**src/rtl/adsb_tx_gen_if.sv**
```systemverilog
// Control/data bundle between the ADS-B burst generator and whatever drives it
// (SPI register block or testbench).
interface adsb_tx_gen_if #(
    parameter int WIDTH = 10
);
    logic             start;
    logic             abort;
    logic             long_msg;
    logic [111:0]     msg;
    logic [WIDTH-1:0] hi_level;
    logic [WIDTH-1:0] lo_level;
    logic [WIDTH-1:0] logmag;
    logic             pulse;
    logic             busy;
    logic             done;

    modport master (
        output start, abort, long_msg, msg, hi_level, lo_level,
        input  logmag, pulse, busy, done
    );

    modport slave (
        input  start, abort, long_msg, msg, hi_level, lo_level,
        output logmag, pulse, busy, done
    );
endinterface

```
**src/rtl/adsb_tx_gen.sv**
```systemverilog
// Mode-S / ADS-B burst generator: turns a latched 56/112-bit message into a
// PPM log-magnitude sample stream (preamble + data) at 20 samples per bit.
module adsb_tx_gen #(
    parameter int WIDTH    = 10,
    parameter int HALF_BIT = 10
) (
    input  logic          clk,
    input  logic          reset,
    adsb_tx_gen_if.slave  bus
);
    typedef enum logic [1:0] {S_IDLE, S_PRE, S_DATA} state_t;

    localparam logic [7:0] PRE_LAST = 8'(16 * HALF_BIT - 1);
    localparam logic [4:0] S_LAST   = 5'(2 * HALF_BIT - 1);
    localparam logic [4:0] S_HALF   = 5'(HALF_BIT);
    // Preamble pulses occupy half-bit slots 0, 2, 7 and 9.
    localparam logic [7:0] PH1  = 8'(1 * HALF_BIT);
    localparam logic [7:0] PH2  = 8'(2 * HALF_BIT);
    localparam logic [7:0] PH3  = 8'(3 * HALF_BIT);
    localparam logic [7:0] PH7  = 8'(7 * HALF_BIT);
    localparam logic [7:0] PH8  = 8'(8 * HALF_BIT);
    localparam logic [7:0] PH9  = 8'(9 * HALF_BIT);
    localparam logic [7:0] PH10 = 8'(10 * HALF_BIT);

    state_t           r_state;
    logic [7:0]       r_pcnt;
    logic [4:0]       r_scnt;
    logic [6:0]       r_bcnt;
    logic [111:0]     r_shift;
    logic             r_long;
    logic [WIDTH-1:0] r_hi;
    logic [WIDTH-1:0] r_lo;
    logic             r_fin;
    logic [WIDTH-1:0] r_logmag;
    logic             r_pulse;
    logic             r_busy;
    logic             r_done;

    state_t           w_state_next;
    logic [7:0]       w_pcnt_next;
    logic [4:0]       w_scnt_next;
    logic [6:0]       w_bcnt_next;
    logic [111:0]     w_shift_next;
    logic             w_long_next;
    logic [WIDTH-1:0] w_hi_next;
    logic [WIDTH-1:0] w_lo_next;
    logic             w_fin_next;
    logic [6:0]       w_bit_last;
    logic             w_pre_pulse;
    logic [WIDTH-1:0] w_logmag;
    logic             w_pulse;
    logic             w_busy;
    logic             w_done;

    assign w_bit_last  = r_long ? 7'd111 : 7'd55;
    assign w_pre_pulse = (r_pcnt < PH1)
                      || (r_pcnt >= PH2 && r_pcnt < PH3)
                      || (r_pcnt >= PH7 && r_pcnt < PH8)
                      || (r_pcnt >= PH9 && r_pcnt < PH10);

    always_ff @(posedge clk or negedge reset) begin
        if (!reset) begin
            r_state  <= S_IDLE;
            r_pcnt   <= '0;
            r_scnt   <= '0;
            r_bcnt   <= '0;
            r_shift  <= '0;
            r_long   <= 1'b0;
            r_hi     <= '0;
            r_lo     <= '0;
            r_fin    <= 1'b0;
            r_logmag <= '0;
            r_pulse  <= 1'b0;
            r_busy   <= 1'b0;
            r_done   <= 1'b0;
        end else begin
            r_state  <= w_state_next;
            r_pcnt   <= w_pcnt_next;
            r_scnt   <= w_scnt_next;
            r_bcnt   <= w_bcnt_next;
            r_shift  <= w_shift_next;
            r_long   <= w_long_next;
            r_hi     <= w_hi_next;
            r_lo     <= w_lo_next;
            r_fin    <= w_fin_next;
            r_logmag <= w_logmag;
            r_pulse  <= w_pulse;
            r_busy   <= w_busy;
            r_done   <= w_done;
        end
    end

    always_comb begin
        w_state_next = r_state;
        w_pcnt_next  = r_pcnt;
        w_scnt_next  = r_scnt;
        w_bcnt_next  = r_bcnt;
        w_shift_next = r_shift;
        w_long_next  = r_long;
        w_hi_next    = r_hi;
        w_lo_next    = r_lo;
        w_fin_next   = 1'b0;
        if (bus.abort) begin
            w_state_next = S_IDLE;
        end else begin
            case (r_state)
                S_IDLE: begin
                    if (bus.start) begin
                        w_state_next = S_PRE;
                        w_pcnt_next  = '0;
                        w_shift_next = bus.msg;
                        w_long_next  = bus.long_msg;
                        w_hi_next    = bus.hi_level;
                        w_lo_next    = bus.lo_level;
                    end
                end
                S_PRE: begin
                    if (r_pcnt == PRE_LAST) begin
                        w_state_next = S_DATA;
                        w_scnt_next  = '0;
                        w_bcnt_next  = '0;
                    end else begin
                        w_pcnt_next = r_pcnt + 8'd1;
                    end
                end
                S_DATA: begin
                    if (r_scnt == S_LAST) begin
                        w_scnt_next  = '0;
                        w_shift_next = {r_shift[110:0], 1'b0};
                        if (r_bcnt == w_bit_last) begin
                            w_state_next = S_IDLE;
                            w_fin_next   = 1'b1;
                        end else begin
                            w_bcnt_next = r_bcnt + 7'd1;
                        end
                    end else begin
                        w_scnt_next = r_scnt + 5'd1;
                    end
                end
                default: w_state_next = S_IDLE;
            endcase
        end
    end

    // Outputs are registered from the current state, so they trail the FSM by
    // one edge; r_fin carries the completion into the first visible idle sample.
    always_comb begin
        w_pulse  = 1'b0;
        w_busy   = 1'b0;
        w_done   = 1'b0;
        w_logmag = bus.lo_level;
        case (r_state)
            S_IDLE: w_done = r_fin;
            S_PRE: begin
                w_busy  = 1'b1;
                w_pulse = w_pre_pulse;
            end
            S_DATA: begin
                w_busy  = 1'b1;
                w_pulse = r_shift[111] ? (r_scnt < S_HALF) : (r_scnt >= S_HALF);
            end
            default: ;
        endcase
        if (w_busy)
            w_logmag = w_pulse ? r_hi : r_lo;
        if (bus.abort && r_state != S_IDLE) begin
            w_busy   = 1'b0;
            w_pulse  = 1'b0;
            w_logmag = r_lo;
        end
    end

    assign bus.logmag = r_logmag;
    assign bus.pulse  = r_pulse;
    assign bus.busy   = r_busy;
    assign bus.done   = r_done;
endmodule

```
**src/flat_wrapper.sv**
```systemverilog
// flat-port wrapper written by rule: the top's interface ports become plain ports
module adsb_tx_gen_flat 
#(
    parameter int WIDTH    = 10,
    parameter int HALF_BIT = 10
)
  (clk, reset, bus_start, bus_abort, bus_long_msg, bus_msg, bus_hi_level, bus_lo_level, bus_logmag, bus_pulse, bus_busy, bus_done);
  adsb_tx_gen_if #(.WIDTH(WIDTH)) bus_i ();
  input  logic clk;
  input  logic reset;
  input wire logic [$bits(bus_i.start)-1:0] bus_start;
  input wire logic [$bits(bus_i.abort)-1:0] bus_abort;
  input wire logic [$bits(bus_i.long_msg)-1:0] bus_long_msg;
  input wire logic [$bits(bus_i.msg)-1:0] bus_msg;
  input wire logic [$bits(bus_i.hi_level)-1:0] bus_hi_level;
  input wire logic [$bits(bus_i.lo_level)-1:0] bus_lo_level;
  output wire logic [$bits(bus_i.logmag)-1:0] bus_logmag;
  output wire logic [$bits(bus_i.pulse)-1:0] bus_pulse;
  output wire logic [$bits(bus_i.busy)-1:0] bus_busy;
  output wire logic [$bits(bus_i.done)-1:0] bus_done;
  assign bus_i.start = bus_start;
  assign bus_i.abort = bus_abort;
  assign bus_i.long_msg = bus_long_msg;
  assign bus_i.msg = bus_msg;
  assign bus_i.hi_level = bus_hi_level;
  assign bus_i.lo_level = bus_lo_level;
  assign bus_logmag = bus_i.logmag;
  assign bus_pulse = bus_i.pulse;
  assign bus_busy = bus_i.busy;
  assign bus_done = bus_i.done;
  adsb_tx_gen #(.WIDTH(WIDTH), .HALF_BIT(HALF_BIT)) u_core (.clk(clk), .reset(reset), .bus(bus_i));
endmodule
```
**config.mk**
```make
export PLATFORM = sky130hd
export DESIGN_NAME = adsb_tx_gen_flat
export DESIGN_NICKNAME = d
export VERILOG_FILES = /design/src/rtl/adsb_tx_gen_if.sv /design/src/rtl/adsb_tx_gen.sv /design/src/flat_wrapper.sv
export SDC_FILE = /design/constraint.sdc
export NUM_CORES = 1
export LEC_CHECK = 0
export CAP_MARGIN = 20
export CORE_UTILIZATION = 28
export DETAILED_ROUTE_END_ITERATION = 8
export PLACE_DENSITY = 0.45
export SYNTH_ARGS = -nofsm -noshare
export SYNTH_HDL_FRONTEND = slang
export SYNTH_SLANG_ARGS = --single-unit
```
**constraint.sdc**
```tcl
create_clock -name clk -period 4.2 [get_ports clk]
set_input_delay 0.42 -clock clk [delete_from_list [all_inputs] [get_ports clk]]
set_output_delay 0.42 -clock clk [all_outputs]
set_load 0.1 [all_outputs]
```
==> flow_summary_export.csv, run 1 <==
group,metric,value,unit
worst_setup_path,endpoint_kind,"flop",
die,initial_core_util,0.288,
layout,nets,1049,
placement,place_congestion,0.743,
timing,rsz0062_at_grt,"no",
clocking,post_cts_buffers,0,
routing,vias,5881,
layout,antennaDiodeCount,0,
routing,avgViaCountPerCell,4.54,
logic_synthesis,synth_area_leaders,"dfrtp_1 (52%), mux2i_1 (15%), a21oi_1 (7.4%), nor2_1 (6.0%), mux2_2 (3.1%)",
routing,drt-pass1-iter-count,4,
placement,port_buffers,149,
die,die_h,172,µm
logic_synthesis,syn_area,8060,µm²
timing,tightest_slew,0.992,ns
timing,slew_violations,0,
timing,fin_ws,1.54,ns
logic_synthesis,syn_nets,921,
pwr,irDropWorstVdd,266,µV
logic_synthesis,yosys_warnings,0,
clocking,insertion_delay,0.44,ns
logic_synthesis,synth_edf_count,0,
routing,wl,19.1,mm
pwr,p_leak,4.00,nW
logic_synthesis,synth_top_cell_by_area,"dfrtp_1",
clocking,clock_sinks,169,
timing,slew_headroom,0.337,
global_routing,grt_pass1_vias,5958,
routing,drt_iter0_drc,254,
timing,final_hold_viol_count,0,
clocking,path_clk_slew,0.07,ns
die,die_w,172,µm
global_routing,overflow,0,
routing,wl_per_cell,14.7,µm
layout,areaGrowthSynthToFinish,31.0,%
worst_setup_path,crit_type,"flop to flop",
min_path,min_path_type,"input port to async pin",
clocking,cts_buffers,17,
timing,fin_skew,0.0178,ns
worst_setup_path,r2r_cells,6,
logic_synthesis,yosysMostFrequentCell,"dfrtp_1",
worst_setup_path,crit_arrival,3.00,ns
clocking,cts_hold_buf,0,
die,io_pins,150,
timing,fin_crit,2.66,ns
worst_setup_path,rr_startpoint,"u_core.r_state[0]",
pwr,p_per_area,667,nW/µm²
die,core-area,28000,µm²
placement,dp_hpwl,12.9,mm
logic_synthesis,syn_inst,775,
routing,ant_nets,0,
worst_setup_path,cp-start-kind,"flop",
global_routing,antenna_found_initial,4,
timing,period_share,0.632,
logic_synthesis,ys_ff_latch,169,
flow_run,cap_violations,0,
layout,layout-drive-gt1-share,0.0852,
clocking,post_cts_resize_count,0,
placement,dpl_worst_slack,1.51,ns
routing,drc,0,
worst_setup_path,crit_start,"u_core.r_state[0]",
run_status,outcome,"complete, no violations",
global_routing,grt_max_degree,92,
clocking,clock-root-buffer,"clkbuf_16",
timing,setup_violations,0,
clocking,cts_tree,"yes",
clocking,cts_buffer_depth,2,
layout,fillers,2838,
logic_synthesis,synthArstFlopShare,1.00,
logic_synthesis,yosysUniqueCellTypes,49,
worst_setup_path,worst-path-max-fanout,48,
worst_setup_path,required,4.54,ns
logic_synthesis,synth.top_cell.area_share,0.525,
timing,clock.fmax,0.377,GHz
global_routing,grt_usage,0.137,
global_routing,grt_first_pass_wirelength,31.3,mm
logic_synthesis,yosys-top-cells-count,"dfrtp_1 (169), nor2_1 (128), a21oi_1 (119)",
timing,tns,0,ns
die,rows,61,
logic_synthesis,synthFlopType,"dfrtp_1",
die,dieArea,29500,µm²
logic_synthesis,syn_avg_cell_area,10.4,µm²
clocking,htree_levels,4,
worst_setup_path,regToRegSetupSlack,1.54,ns
logic_synthesis,ys_seq_area_frac,0.525,
==> power by group <==
part	switching [mW]	internal [mW]	total, mW
clock network	0.733	0.919	1.65
logic	1.53	1.06	2.59
registers	0.434	2.37	2.80
==> flip-flops by register name, indices dropped and copies added, names as in the netlist <==
register and count:
u_core.r_shift 112, u_core.bus.busy 1, u_core.bus.logmag 10, u_core.r_lo 10
u_core.r_bcnt 7, u_core.bus.pulse 1, u_core.r_hi 10, u_core.r_state 2
u_core.r_fin 1, u_core.r_long 1, u_core.bus.done 1, u_core.r_pcnt 8
u_core.r_scnt 5
==> critical path, stage by stage, from the launching register on <==
cell and delay, ns:
dfrtp_1 0.41, inv_1 0.15, ha_4 0.19, buf_4 0.61, inv_1 0.36, or4b_2 0.74
o211ai_1 0.11
==> per-layer routing <==
metal  GRT usage  vias up  share of wire
li1            -     2989              -
met1       0.175     2751           0.47
met2       0.209      114           0.44
met3      0.0591       19          0.079
met4      0.0373        8         0.0096
met5           0        -         0.0028
==> cell usage in the layout, fill, tap and decap left out, types with 4 or more instances in the layout <==
cell type        count
a211oi_1            15
a21oi_1            119
a22oi_1              4
buf_12               5
buf_4                7
clkbuf_16           17
clkdlybuf4s50_1    148
dfrtp_1            169
ha_1                 8
inv_1               21
inv_6                8
mux2_2              22
mux2i_1            117
nand2_1             20
nand2b_1             4
nand3_1             12
nor2_1             127
nor3_1               4
nor4_1               6
o211ai_1             5
o21ai_0             12
o22ai_1              7
or2_2                4
xnor2_1              5
==> per-stage QoR <==
step / hold WS, ns / std cells / power, mW / util / instance area [µm²]
floorplan: 0.124 / 775 / 4.75 / - / 8060
global placement: 0.460 / 1262 / 5.42 / 0.355 / 9940
detailed placement: 0.447 / 1262 / 5.46 / 0.355 / 9940
CTS: 0.122 / 1294 / 7.15 / 0.377 / 10600
global route: 0.155 / 1294 / 7.58 / 0.377 / 10600
finish: 0.0871 / 1294 / 7.05 / 0.377 / 10600
==> logic make-up (layout without fill, tap and decap cells) <==
group,count (synthesis),in the layout,synth area share
XOR/XNOR,5,5,0.00543
buffers and inverters,73,214,0.0411
AND/OR/NAND/NOR,204,204,0.115
multiplexers,139,139,0.176
AO/OA/AOI/OAI,176,176,0.124
flip-flops,169,169,0.525
adder cells (fa/ha/maj),9,9,0.0140
==> path summary, 6_finish.rpt <==
check,endpoint
min,u_core.r_long
max reg2reg,u_core.r_bcnt[0]
max in group asynchronous,u_core.r_shift[78]
min in group clk,u_core.bus.done
max,u_core.r_bcnt[0]
min reg2reg,u_core.bus.done
==> cell type report <==
cell class	count	area, µm²	share of cell area
Sequential cell	169	4230	0.401
Multi-Input combinational cell	533	3520	0.333
Timing Repair Buffer	161	1650	0.156
Tap cell	378	473	0.0448
Clock buffer	18	439	0.0416
Clock inverter	14	174	0.0165
Inverter	21	78.8	0.00747
Note: power is estimated with default switching activity, not from simulation.
==> run 2: changes to the inputs <==
- clock period: 4.2 -> 2.6 ns (I/O delays scaled with it)
==> flow_summary_export.csv, run 2 (same netlist as run 1, synthesis figures left out) <==
group,metric,value,unit
timing,setup_violations,0,
placement,placed_cells,1274,
pwr,pwr-share-clk,0.222,
routing,vias,6016,
routing,drt_iter0_drc,251,
min_path,min_path_type,"input port to async pin",
layout,layout-drive-gt1-share,0.110,
clocking,clock-root-buffer,"clkbuf_16",
run_status,outcome,"complete, no violations",
layout,layout_commonest_cell,"dfrtp_1",
global_routing,antenna_found_initial,1,
worst_setup_path,crit_type,"flop to flop",
worst_setup_path,required,2.95,ns
pwr,p_sw,4.41,mW
layout,fillers,2802,
worst_setup_path,regToRegSetupSlack,0.30,ns
routing,avgViaCountPerCell,4.60,
pwr,p_leak,4.05,nW
timing,fin_crit,2.30,ns
placement,dp_hpwl,13.5,mm
worst_setup_path,crit_arrival,2.65,ns
timing,clock.fmax,0.435,GHz
timing,tns,0,ns
worst_setup_path,worst-path-max-fanout,47,
clocking,post_cts_buffers,0,
clocking,cts_buffer_depth,2,
placement,place_congestion,0.773,
pwr,finalPower,11.3,mW
routing,wl,19.5,mm
timing,slew_violations,0,
clocking,cts_tree,"yes",
global_routing,grt_max_degree,62,
timing,period_share,0.885,
layout,stdcell_count,1309,
worst_setup_path,crit_slowest_cell,"or2_2",
clocking,cts_hold_buf,1,
worst_setup_path,cp-start-kind,"flop",
pwr,irDropWorstVdd,397,µV
layout,final_cell_mix,"dfrtp_1 (169), clkdlybuf4s50_1 (135), nor2_1 (127)",
clocking,cts_buffers,17,
global_routing,grt_pass1_vias,5991,
pwr,power_frac_seq,0.402,
worst_setup_path,path_cells,"inv_1 > ha_1 > nor2b_1 > or2_2 > nor2_4 > buf_12 > buf_4 > nor2_1 > a21oi_1",
layout,areaGrowthSynthToFinish,31.6,%
worst_setup_path,r2r_cells,9,
timing,slew_headroom,0.278,
global_routing,grt_first_pass_wirelength,31.8,mm
clocking,insertion_delay,0.43,ns
timing,fin_skew,0.0162,ns
clocking,path_clk_slew,0.08,ns
layout,nets,1062,
worst_setup_path,endpoint_kind,"flop",
routing,drc,0,
die,dieArea,29500,µm²
flow_run,cap_violations,0,
routing,wl_per_cell,14.9,µm
worst_setup_path,slowest_delay,0.38,ns
global_routing,overflow,0,
pwr,swShare,0.390,
worst_setup_path,rr_startpoint,"u_core.r_state[0]",
pwr,p_int,6.89,mW
clocking,clock_sinks,169,
pwr,p_per_area,1060,nW/µm²
timing,tightest_slew,1.08,ns
layout,largest_reg_flops,112,
die,rows,61,
clocking,post_cts_resize_count,0,
clocking,htree_levels,4,
timing,rsz0062_at_grt,"no",
timing,final_hold_viol_count,0,
die,initial_core_util,0.288,
routing,ant_nets,0,
pwr,p_comb_frac,0.377,
die,core-area,28000,µm²
placement,port_buffers,149,
die,io_pins,150,
die,die_w,172,µm
layout,top_register,"u_core.r_shift",
routing,drt-pass1-iter-count,4,
worst_setup_path,r2r-end,"u_core.r_shift[39]",
global_routing,grt_usage,0.139,
die,die_h,172,µm
run 2: cell count changes in the layout (fill, tap and decap cells not counted), sizes merged, moves of 2 or more:
cell and change:
buf +25, clkdlybuf4s50 -13, bufinv -2, diode +2
inv -2, clkinv +2
run 2: worst max-delay path: cells and delay by family (launching register included):
family	cells	cell delay, ns
AOI/OAI and AO/OA	1	0.12
adders and majority gates	1	0.31
and+or+nand+nor	4	0.81
buffers and inverters	3	0.59
DFF	1	0.37
run 2: how the worst max path moves through the flow:
stage / slack (ns) / endpoint / start
5_1_grt: 0.09 / u_core.r_shift[59] / u_core.r_scnt[1]
2_1_floorplan: 0.46 / u_core.r_shift[108] / u_core.r_state[0]
3_5_place_dp: 0.29 / u_core.r_shift[4] / u_core.r_state[0]
6_report: 0.30 / u_core.r_shift[39] / u_core.r_state[0]
4_1_cts: 0.27 / u_core.r_shift[4] / u_core.r_state[1]
3_3_place_gp: 0.32 / u_core.r_shift[80] / u_core.r_state[0]
run 2: area by class of cell:
cell class	count	area, µm²	share of cell area
multi-input cells	533	3520	0.332
repair buffers	174	1730	0.163
clock buffers	19	443	0.0418
clock inverters	13	131	0.0124
flip-flops and latches	169	4230	0.399
well taps	378	473	0.0446
inverters	21	78.8	0.00743
diodes	2	5.00	0.000472
run 2: per-stage QoR:
| step | cell area [µm²] | utilization | setup slack (ns) | hold slack [ns] |
|---|---|---|---|---|
| CTS | 10600 | 0.378 | 0.269 | 0.398 |
| floorplan | 8060 | - | 0.460 | -0.0356 |
| finish | 10600 | 0.379 | 0.299 | 0.357 |
| global placement | 10000 | 0.358 | 0.319 | 0.294 |
| detailed placement | 10000 | 0.358 | 0.290 | 0.280 |
| global route | 10600 | 0.378 | 0.0895 | 0.420 |
run 2: per-layer routing:
| layer | vias up | GRT usage | part of all wire |
|---|---|---|---|
| met2 | 140 | 0.211 | 0.44 |
| met4 | 0 | 0.0373 | 0.0079 |
| met5 | - | 0 | 0 |
| li1 | 3011 | - | - |
| met3 | 11 | 0.0364 | 0.052 |
| met1 | 2854 | 0.194 | 0.50 |
run 2: power groups by stage:
stage,Sequential [mW],Combinational (mW),Clock (mW)
2_1_floorplan,5.04,2.62,0
3_3_place_gp,4.58,4.24,0
3_5_place_dp,4.58,4.32,0
4_1_cts,4.55,4.32,2.60
5_1_grt,4.72,4.75,2.71
6_report,4.53,4.25,2.50
==> run 3: changes to the inputs <==
- ABC_AREA: unset -> 1
==> flow_summary_export.csv, run 3 <==
group,metric,value,unit
placement,port_buffers,149,
timing,final_hold_viol_count,0,
pwr,finalPower,11.7,mW
routing,drt_iter0_drc,377,
timing,fin_ws,0.322,ns
die,dieArea,29500,µm²
logic_synthesis,synthSimpleGateAreaFrac,0.261,
layout,finalInstanceArea,10500,µm²
clocking,htree_levels,4,
placement,place_congestion,0.758,
logic_synthesis,ys_ff_latch,169,
timing,tightest_slew,0.669,ns
worst_setup_path,endpoint_kind,"flop",
clocking,cts_hold_buf,1,
min_path,min_path_type,"input port to flop",
logic_synthesis,synth_top_family_by_area,"simple AND/OR/NAND/NOR gates",
logic_synthesis,synth_edf_count,0,
worst_setup_path,cp-start-kind,"flop",
logic_synthesis,synth_compound_area_frac,0.133,
clocking,cts_buffers,17,
clocking,cts_buffer_depth,2,
layout,final_cell_mix,"nand2_1 (336), dfrtp_1 (169), clkdlybuf4s50_1 (135)",
layout,layout_commonest_cell,"nand2_1",
logic_synthesis,ys_seq_area_frac,0.524,
die,initial_core_util,0.287,
timing,period_share,0.876,
logic_synthesis,syn_area,8070,µm²
timing,fin_hold_ws,0.366,ns
logic_synthesis,synth_area_leaders,"dfrtp_1 (52%), nand2_1 (16%), a31oi_1 (8.6%), nor2_1 (6.1%), nand3_1 (2.0%)",
routing,ant_nets,0,
flow_run,cap_violations,0,
logic_synthesis,syn_avg_cell_area,8.11,µm²
layout,fin_util,0.375,
run_status,outcome,"complete, no violations",
global_routing,antenna_found_initial,0,
logic_synthesis,syn_inst,996,
die,core-area,28100,µm²
timing,clock.fmax,0.439,GHz
die,rows,61,
placement,dp_hpwl,14.2,mm
routing,avgViaCountPerCell,4.55,
routing,wl_per_cell,13.5,µm
clocking,cts_tree,"yes",
worst_setup_path,crit_arrival,2.58,ns
global_routing,overflow,0,
timing,fin_crit,2.28,ns
logic_synthesis,synth_top_cell_by_area,"dfrtp_1",
clocking,post_cts_buffers,0,
logic_synthesis,synth_mux_area_frac,0,
die,die_w,172,µm
timing,slew_headroom,0.554,
layout,antennaDiodeCount,0,
timing,slew_violations,0,
placement,placed_cells,1482,
routing,vias,6889,
layout,layout-drive-gt1-share,0.0844,
logic_synthesis,yosysMostFrequentCell,"nand2_1",
logic_synthesis,synthXorXnorAreaFrac,0.00868,
timing,fin_skew,0.0128,ns
routing,drc,0,
worst_setup_path,crit_type,"flop to flop",
clocking,path_clk_slew,0.07,ns
clocking,clock_sinks,169,
clocking,clock-root-buffer,"clkbuf_16",
pwr,irDropWorstVdd,568,µV
layout,largest_reg_flops,112,
global_routing,grt_max_degree,73,
logic_synthesis,yosys-top-cells-count,"nand2_1 (336), dfrtp_1 (169), nor2_1 (132)",
die,die_h,172,µm
logic_synthesis,synthFlopType,"dfrtp_1",
pwr,p_leak,4.57,nW
clocking,post_cts_resize_count,0,
global_routing,grt_pass1_vias,6710,
layout,nets,1270,
placement,dpl_worst_slack,0.317,ns
global_routing,grt_usage,0.148,
logic_synthesis,yosys_warnings,0,
logic_synthesis,synthAdderAreaFrac,0.0139,
logic_synthesis,yosysUniqueCellTypes,38,
placement,dpl_cell_area,9940,µm²
timing,rsz0062_at_grt,"no",
layout,top_register,"u_core.r_shift",
routing,drt-pass1-iter-count,5,
pwr,p_per_area,1110,nW/µm²
clocking,insertion_delay,0.43,ns
worst_setup_path,required,2.90,ns
layout,stdcell_count,1515,
die,io_pins,150,
logic_synthesis,synth.top_cell.area_share,0.524,
timing,setup_violations,0,
logic_synthesis,synthArstFlopShare,1.00,
global_routing,grt_first_pass_wirelength,34.3,mm
routing,wl,20.5,mm
logic_synthesis,syn_nets,1142,
layout,areaGrowthSynthToFinish,30.3,%
timing,tns,0,ns
worst_setup_path,worst-path-max-fanout,24,
run 3: cell types whose count changed after synthesis, sizes merged, moves of 6 or more:
cell,delta
buf,+6
nor2,+8
nand2,+320
o21ai,+25
o22ai,-6
mux2,-22
a21oi,-103
inv,+26
a31oi,+111
a211oi,-15
mux2i,-117
nand3,+21
run 3: per-layer routing:
metal	wire length, µm	up-vias	share of wire	GRT usage
met3	682	7	0.033	0.0313
met2	9310	132	0.45	0.237
met5	0	-	0	0
met1	10400	3226	0.51	0.203
li1	-	3524	-	-
met4	116	0	0.0057	0.0312
run 3: critical path, stage by stage (launching register included):
cell	delay, ns
dfrtp_1	0.40
inv_1	0.14
ha_4	0.35
clkinv_2	0.25
a21oi_1	0.33
nand2_4	0.13
nor2_2	0.13
nand2_2	0.21
nand2_1	0.14
o21ai_2	0.06
run 3: worst paths after layout:
check,startpoint,endpoint,slack [ns],cells after the start
setup / recovery,u_core.r_state[0],u_core.r_bcnt[3],0.32,9
max in group asynchronous,reset,u_core.r_hi[4],1.38,3
min in group asynchronous,reset,u_core.r_shift[101],0.43,2
setup reg to reg,u_core.r_state[0],u_core.r_bcnt[3],0.32,9
hold reg to reg,u_core.r_fin,u_core.bus.done,0.47,2
hold / removal,bus_hi_level[6],u_core.r_hi[6],0.37,3
run 3: area by class of cell:
cell class / count / area (µm²)
Tap cell: 378 / 473
Multi-Input combinational cell: 718 / 3380
Timing Repair Buffer: 171 / 1690
Clock inverter: 13 / 140
Inverter: 47 / 178
Clock buffer: 19 / 433
Sequential cell: 169 / 4230
Fill cell: 2964 / 17600
run 3: logic make-up after synthesis:
family                     after synthesis
and+or+nand+nor                        529
AOI/OAI and AO/OA                      172
DFF                                    169
buffers and inverters                  109
adders and majority gates                9
xor gates and xnor gates                 8
run 3: report_power, final:
part / internal [mW] / total (mW) / leakage (nW) / switching (mW)
Sequential: 3.83 / 4.46 / 1.97 / 0.637
Clock: 1.35 / 2.48 / 0.277 / 1.13
Combinational: 1.66 / 4.77 / 2.32 / 3.12
Total: 6.83 / 11.7 / 4.57 / 4.89
